`src/rtl/fifo_stream_reader_if.sv`:
```
// ============================================================================
// fifo_stream_reader_if : FIFO read-port and output-stream bundle.
// Revision 1.0. Optional m_parity under FIFO_RD_PARITY_EN.
// ============================================================================
`default_nettype none

interface fifo_stream_reader_if #(
    parameter int DATA_WIDTH = 8
);
    logic                  en;
    logic                  fifo_empty;
    logic [DATA_WIDTH-1:0] fifo_dout;
    logic                  fifo_rd_en;
    logic [DATA_WIDTH-1:0] m_data;
    logic                  m_valid;
    logic                  m_ready;
    logic                  m_last;
    logic [1:0]            buf_level;
`ifdef FIFO_RD_PARITY_EN
    logic                  m_parity;

    modport master (
        input  en, fifo_empty, fifo_dout, m_ready,
        output fifo_rd_en, m_data, m_valid, m_last, buf_level, m_parity
    );

    modport slave (
        output en, fifo_empty, fifo_dout, m_ready,
        input  fifo_rd_en, m_data, m_valid, m_last, buf_level, m_parity
    );
`else
    modport master (
        input  en, fifo_empty, fifo_dout, m_ready,
        output fifo_rd_en, m_data, m_valid, m_last, buf_level
    );

    modport slave (
        output en, fifo_empty, fifo_dout, m_ready,
        input  fifo_rd_en, m_data, m_valid, m_last, buf_level
    );
`endif
endinterface

`default_nettype wire

```
`src/rtl/fifo_stream_reader.sv`:
```
// ============================================================================
// fifo_stream_reader : drains a registered-read FIFO into a framed valid/ready
// stream through a 3-entry buffer. Optional macro: FIFO_RD_PARITY_EN.
// Revision 1.0.
// ============================================================================
`default_nettype none

module fifo_stream_reader #(
    parameter int DATA_WIDTH = 8,
    parameter int PKT_LEN    = 4
) (
    input  wire logic            rd_clk,
    input  wire logic            rst,
    fifo_stream_reader_if.master bus
);

    localparam int              BEAT_W       = (PKT_LEN > 1) ? $clog2(PKT_LEN) : 1;
    localparam logic [BEAT_W-1:0] C_LAST_BEAT = BEAT_W'(PKT_LEN - 1);
    localparam logic [1:0]      C_PTR_LAST   = 2'd2;
    localparam logic [2:0]      C_DEPTH      = 3'd3;

    logic [DATA_WIDTH-1:0] r_mem [3];
    logic [1:0]            r_head;
    logic [1:0]            r_tail;
    logic [1:0]            r_count;
    logic                  r_inflight;
    logic [BEAT_W-1:0]     r_beat;

    logic                  w_issue;
    logic                  w_valid;
    logic                  w_pop;
    logic [2:0]            w_occupancy;

    function automatic logic [1:0] ptr_inc(input logic [1:0] ptr);
        return (ptr == C_PTR_LAST) ? 2'd0 : ptr + 2'd1;
    endfunction

    // Reserving a slot for the in-flight read keeps the buffer from ever
    // overflowing without looking at m_ready combinationally.
    assign w_occupancy = {1'b0, r_count} + {2'b00, r_inflight};
    assign w_issue     = bus.en && !bus.fifo_empty && (w_occupancy < C_DEPTH) && !rst;
    assign w_valid     = (r_count != 2'd0);
    assign w_pop       = w_valid && bus.m_ready;

    always_ff @(posedge rd_clk or posedge rst) begin
        if (rst) begin
            r_inflight <= 1'b0;
        end else begin
            r_inflight <= w_issue;
        end
    end

    always_ff @(posedge rd_clk or posedge rst) begin
        if (rst) begin
            for (int i = 0; i < 3; i++) begin
                r_mem[i] <= '0;
            end
            r_head <= 2'd0;
            r_tail <= 2'd0;
        end else begin
            if (r_inflight) begin
                r_mem[r_tail] <= bus.fifo_dout;
                r_tail        <= ptr_inc(r_tail);
            end
            if (w_pop) begin
                r_head <= ptr_inc(r_head);
            end
        end
    end

    always_ff @(posedge rd_clk or posedge rst) begin
        if (rst) begin
            r_count <= 2'd0;
        end else begin
            case ({r_inflight, w_pop})
                2'b10:   r_count <= r_count + 2'd1;
                2'b01:   r_count <= r_count - 2'd1;
                default: r_count <= r_count;
            endcase
        end
    end

    always_ff @(posedge rd_clk or posedge rst) begin
        if (rst) begin
            r_beat <= '0;
        end else if (w_pop) begin
            r_beat <= (r_beat == C_LAST_BEAT) ? '0 : r_beat + 1'b1;
        end
    end

`ifdef FIFO_RD_PARITY_EN
    logic r_par [3];

    always_ff @(posedge rd_clk or posedge rst) begin
        if (rst) begin
            for (int i = 0; i < 3; i++) begin
                r_par[i] <= 1'b0;
            end
        end else if (r_inflight) begin
            r_par[r_tail] <= ^bus.fifo_dout;
        end
    end

    assign bus.m_parity = r_par[r_head];
`endif

    assign bus.fifo_rd_en = w_issue;
    assign bus.m_data     = r_mem[r_head];
    assign bus.m_valid    = w_valid;
    assign bus.m_last     = w_valid && (r_beat == C_LAST_BEAT);
    assign bus.buf_level  = r_count;

endmodule

`default_nettype wire
```
`src/flat_wrapper.sv`:
```
// flat-port wrapper written by rule: the top's interface ports become plain ports
module fifo_stream_reader_flat 
#(
    parameter int DATA_WIDTH = 8,
    parameter int PKT_LEN    = 4
)
  (rd_clk, rst, bus_en, bus_fifo_empty, bus_fifo_dout, bus_m_ready, bus_fifo_rd_en, bus_m_data, bus_m_valid, bus_m_last, bus_buf_level);
  fifo_stream_reader_if #(.DATA_WIDTH(DATA_WIDTH)) bus_i ();
  input  wire logic rd_clk;
  input  wire logic rst;
  input wire logic [$bits(bus_i.en)-1:0] bus_en;
  input wire logic [$bits(bus_i.fifo_empty)-1:0] bus_fifo_empty;
  input wire logic [$bits(bus_i.fifo_dout)-1:0] bus_fifo_dout;
  input wire logic [$bits(bus_i.m_ready)-1:0] bus_m_ready;
  output wire logic [$bits(bus_i.fifo_rd_en)-1:0] bus_fifo_rd_en;
  output wire logic [$bits(bus_i.m_data)-1:0] bus_m_data;
  output wire logic [$bits(bus_i.m_valid)-1:0] bus_m_valid;
  output wire logic [$bits(bus_i.m_last)-1:0] bus_m_last;
  output wire logic [$bits(bus_i.buf_level)-1:0] bus_buf_level;
  assign bus_i.en = bus_en;
  assign bus_i.fifo_empty = bus_fifo_empty;
  assign bus_i.fifo_dout = bus_fifo_dout;
  assign bus_i.m_ready = bus_m_ready;
  assign bus_fifo_rd_en = bus_i.fifo_rd_en;
  assign bus_m_data = bus_i.m_data;
  assign bus_m_valid = bus_i.m_valid;
  assign bus_m_last = bus_i.m_last;
  assign bus_buf_level = bus_i.buf_level;
  fifo_stream_reader #(.DATA_WIDTH(DATA_WIDTH), .PKT_LEN(PKT_LEN)) u_core (.rd_clk(rd_clk), .rst(rst), .bus(bus_i));
endmodule
```
`config.mk`:
```
export PLATFORM = sky130hd
export DESIGN_NAME = fifo_stream_reader_flat
export DESIGN_NICKNAME = d
export VERILOG_FILES = /design/src/rtl/fifo_stream_reader_if.sv /design/src/rtl/fifo_stream_reader.sv /design/src/flat_wrapper.sv
export SDC_FILE = /design/constraint.sdc
export NUM_CORES = 1
export LEC_CHECK = 0
export CORE_MARGIN = 2
export CORE_UTILIZATION = 25
export CTS_CLUSTER_DIAMETER = 200
export DETAILED_ROUTE_END_ITERATION = 10
export GPL_TIMING_DRIVEN = 0
export PLACE_DENSITY = 0.45
export SYNTH_ARGS = -nofsm -noshare
export SYNTH_HDL_FRONTEND = slang
export SYNTH_SLANG_ARGS = --single-unit
```
`constraint.sdc`:
```
create_clock -name rd_clk -period 2.28 [get_ports rd_clk]
set_input_delay 0.456 -clock rd_clk [delete_from_list [all_inputs] [get_ports rd_clk]]
set_output_delay 0.456 -clock rd_clk [all_outputs]
set_load 0.02 [all_outputs]
```
==> impl_results.md <==
* Status: finished with violations
* Failing checks: setup timing
* Switching power total at 0.00105 W
* Global-route wire length before repair at 5.58 mm
* I/O pin total at 26
* Crit-path cells: ha_4 > ha_4 > or4b_4 > a21oi_4 > buf_4
* First-pass iteration count of the detailed router at 3
* Vias post-DR at 1042
* Final count of negative-setup-slack endpoints at 2
* Syn_area_per_cell at 13.1 um^2
* Pre-CTS WS at -0.469 ns
* Via density at 4.42
* Chip height at 82.1 um
* Antenna diodes at 0
* Layout cells sized above 1 at 35.4%
* Final GP Congestion at 0.636
* Reg-to-Reg End: u_core.r_inflight
* Clock sink total at 33
* Core ar. at 0.00592 mm^2
* Initial core utilization at 25.8%
* Grt ovf at 0
* Setup ws final at -0.0423 ns
* Fill count at 601
* Initial antenna violation count at 0
* IO buf count at 25
* Critical Path End Type: primary output
* Slew Limit Fails at 0
* Synthesized flop and latch total at 33
* Clk_lat worst skew at 0.28 ns
* Peak VDD IR at 393 uV
* Clock Skew at 0.00455 ns
* Cell repeated most along the worst path: ha_4
* Cell row count at 28
* Gate power share at 48.2%
* CTS Root Buffer Type: clkbuf_8
* RSZ-0062 raised after global routing: yes
* WS Path Type: reg2out
* Mapped Area at 0.00153 mm^2
* Fin crit share at 102%
* Total track usage at 11.6%
* Largest stage delay, worst path at 0.54 ns
* Total wire length at 3.41 mm
* Number of H-tree levels at 2
* Clock Power Share at 14.6%
* Finished Layout Cells at 236
* Drt wl/cell at 14.4 um
* Slowest CP cell: or4b_4
* CTS tree: built
* Top cells by area, synth: dfrtp_1 54%, mux2_2 13%, mux2_4 7.9%, mux2i_1 5.3%, ha_1 3.3%
* Slew headroom at 62.2%
* Die Width at 82.1 um
* Final hold violations at 0
* Largest net degree at the start of global routing at 34
* Critical-path maximum fanout at 2
* Max Clk Rate at 431 MHz
* RR Startpoint: u_core.bus.buf_level[0]
* Initial DRC count at 36
* Nets at 177
* Net Sw Frac at 36.8%
* CTS Buf Count at 5
* Final TNS setup at -0.0454 ns
* Int Power at 0.00181 W
* Vias in the first global route at 1157
* Register share of total power at 37.2%
* Worst Tran Pin Value at 0.566 ns
* Startpoint Class: register
* Part of the Yosys area used for sequential elements at 54.1%
* Max cap viols at 0
* Syn nets at 133
* Clk slew on worst S/H paths at 0.07 ns
* Post-synth top area share at 54.1%
* DR DRC count at 0
* DP Cell Count at 216
* R2R depth at 13
* Class of the worst hold path: in2async
* Final ANT Viol Nets at 0
* Die ar. at 0.00674 mm^2
* WP data arrival at 1.87 ns
* Tmin final at 2.32 ns
* Yosys warns at 0
* Cell count after synthesis at 116
* Longest Clk Path Bufs at 2
* Power Dens Cells at 1360 mW/mm^2
* Leakage at 0.979 nW
* Setup slack, reg-to-reg at 0 ns
* Design Area, Final at 0.00210 mm^2
* Top cell type by total area after synthesis: dfrtp_1
* Req. time, crit path at 1.82 ns
* HPWL after DPL at 2.14 mm
* Cts hold-fix bufs at 0
* Post-Place Cell Area at 0.00187 mm^2
* Yosys cell types at 28
* Area Overhead vs Synth at 37.8%
[per-stage QoR]
stage	hold slack, ns	util (%)	power, W
3_5_place_dp	0.493	31.6	0.00245
3_3_place_gp	0.486	31.6	0.00239
6_report	0.432	35.5	0.00286
2_1_floorplan	0.479	-	0.00191
4_1_cts	0.508	34.4	0.00286
5_1_grt	0.463	35.5	0.00308
[routing by layer]
metal | GRT usage (%) | vias to the layer above | share of wire [%]
met4 | 6.33 | 0 | 2.5
met1 | 13.6 | 528 | 43
met5 | 0 | - | 0
met2 | 19.6 | 14 | 51
met3 | 2.93 | 6 | 3.0
li1 | - | 494 | -
[final cells by class]
cell class              count  area [um^2]  share of cell area, %
flip-flops and latches     33          827                   39.3
clock buffers               6         72.6                   3.45
plain buffers               4         28.8                   1.37
inverters                   4         15.0                  0.714
multi-input cells          75          701                   33.3
well taps                  75         93.8                   4.46
repair buffers             37          354                   16.8
clock inverters             2         10.0                  0.476
[what timing repair did]
action | CTS | global route
pin swaps | 1 | 2
setup buffers | 11 | 0
gates resized for setup | 17 | 10
setup endpoints to repair | 9 | 4
[cell families after synthesis]
family | Yosys count | share of synthesized area, %
flip-flops | 33 | 54.1
AND/OR/NAND/NOR | 20 | 7.22
multiplexers | 33 | 25.7
AO/OA/AOI/OAI | 15 | 5.41
adder cells (fa/ha/maj) | 4 | 3.28
XOR/XNOR | 3 | 1.72
buffers and inverters | 8 | 2.54
[synth_stat cells (all sizes together)]
cell	count
dfrtp	33
mux2	25
o21ai	11
nand2	9
mux2i	8
ha	4
inv	4
a21o	3
buf	3
nor3	3
xnor2	2
a21oi	1
and2	1
clkbuf	1
nand2b	1
nand3	1
nor2	1
nor2b	1
or2	1
or3	1
or4b	1
xor2	1
[critical path, delay by kind of cell (launching register included)]
family / cells / cell delay [ns]
AOI/OAI and AO/OA: 1 / 0.14
buffers and inverters: 1 / 0.16
adders and majority gates: 2 / 0.32
DFF: 1 / 0.43
and+or+nand+nor: 1 / 0.54
[worst max-delay path by stage]
stage | from | endpoint | slack, ns | cells after the start
final | u_core.bus.buf_level[0] | bus_fifo_rd_en | -0.04 | 5
after global routing | u_core.bus.buf_level[0] | bus_fifo_rd_en | -0.12 | 5
after CTS | u_core.bus.buf_level[0] | bus_fifo_rd_en | -0.02 | 5
after detailed placement | bus_fifo_empty | bus_fifo_rd_en | -0.47 | 4
after global placement | bus_fifo_empty | bus_fifo_rd_en | -0.46 | 4
after floorplan | u_core.bus.buf_level[0] | bus_fifo_rd_en | 0.04 | 4
[cells in the final DEF (no fill, tap or decap), types with 3 or more instances in the layout]
cell type,count
mux2i_1,8
mux2_2,17
a21o_1,3
mux2_4,8
nand2_1,9
dfrtp_1,32
clkdlybuf4s50_1,15
dlygate4sd2_1,7
clkbuf_8,5
o21ai_0,10
buf_6,3
buf_4,11
[power groups by stage]
| stage | logic [W] | clock network, W | registers (W) |
|---|---|---|---|
| 2_1_floorplan | 0.000860 | 0 | 0.00105 |
| 3_3_place_gp | 0.00134 | 0 | 0.00105 |
| 3_5_place_dp | 0.00138 | 0 | 0.00107 |
| 4_1_cts | 0.00136 | 0.000439 | 0.00105 |
| 5_1_grt | 0.00151 | 0.000463 | 0.00111 |
| 6_report | 0.00138 | 0.000419 | 0.00106 |
[registers in the layout, summed over array words and instances, names as in the netlist]
name	flops
u_core.r_head	2
u_core.r_mem	24
u_core.bus.buf_level	2
u_core.r_tail	2
u_core.r_inflight	1
u_core.r_beat	2
(Power assumes the default switching activity.)
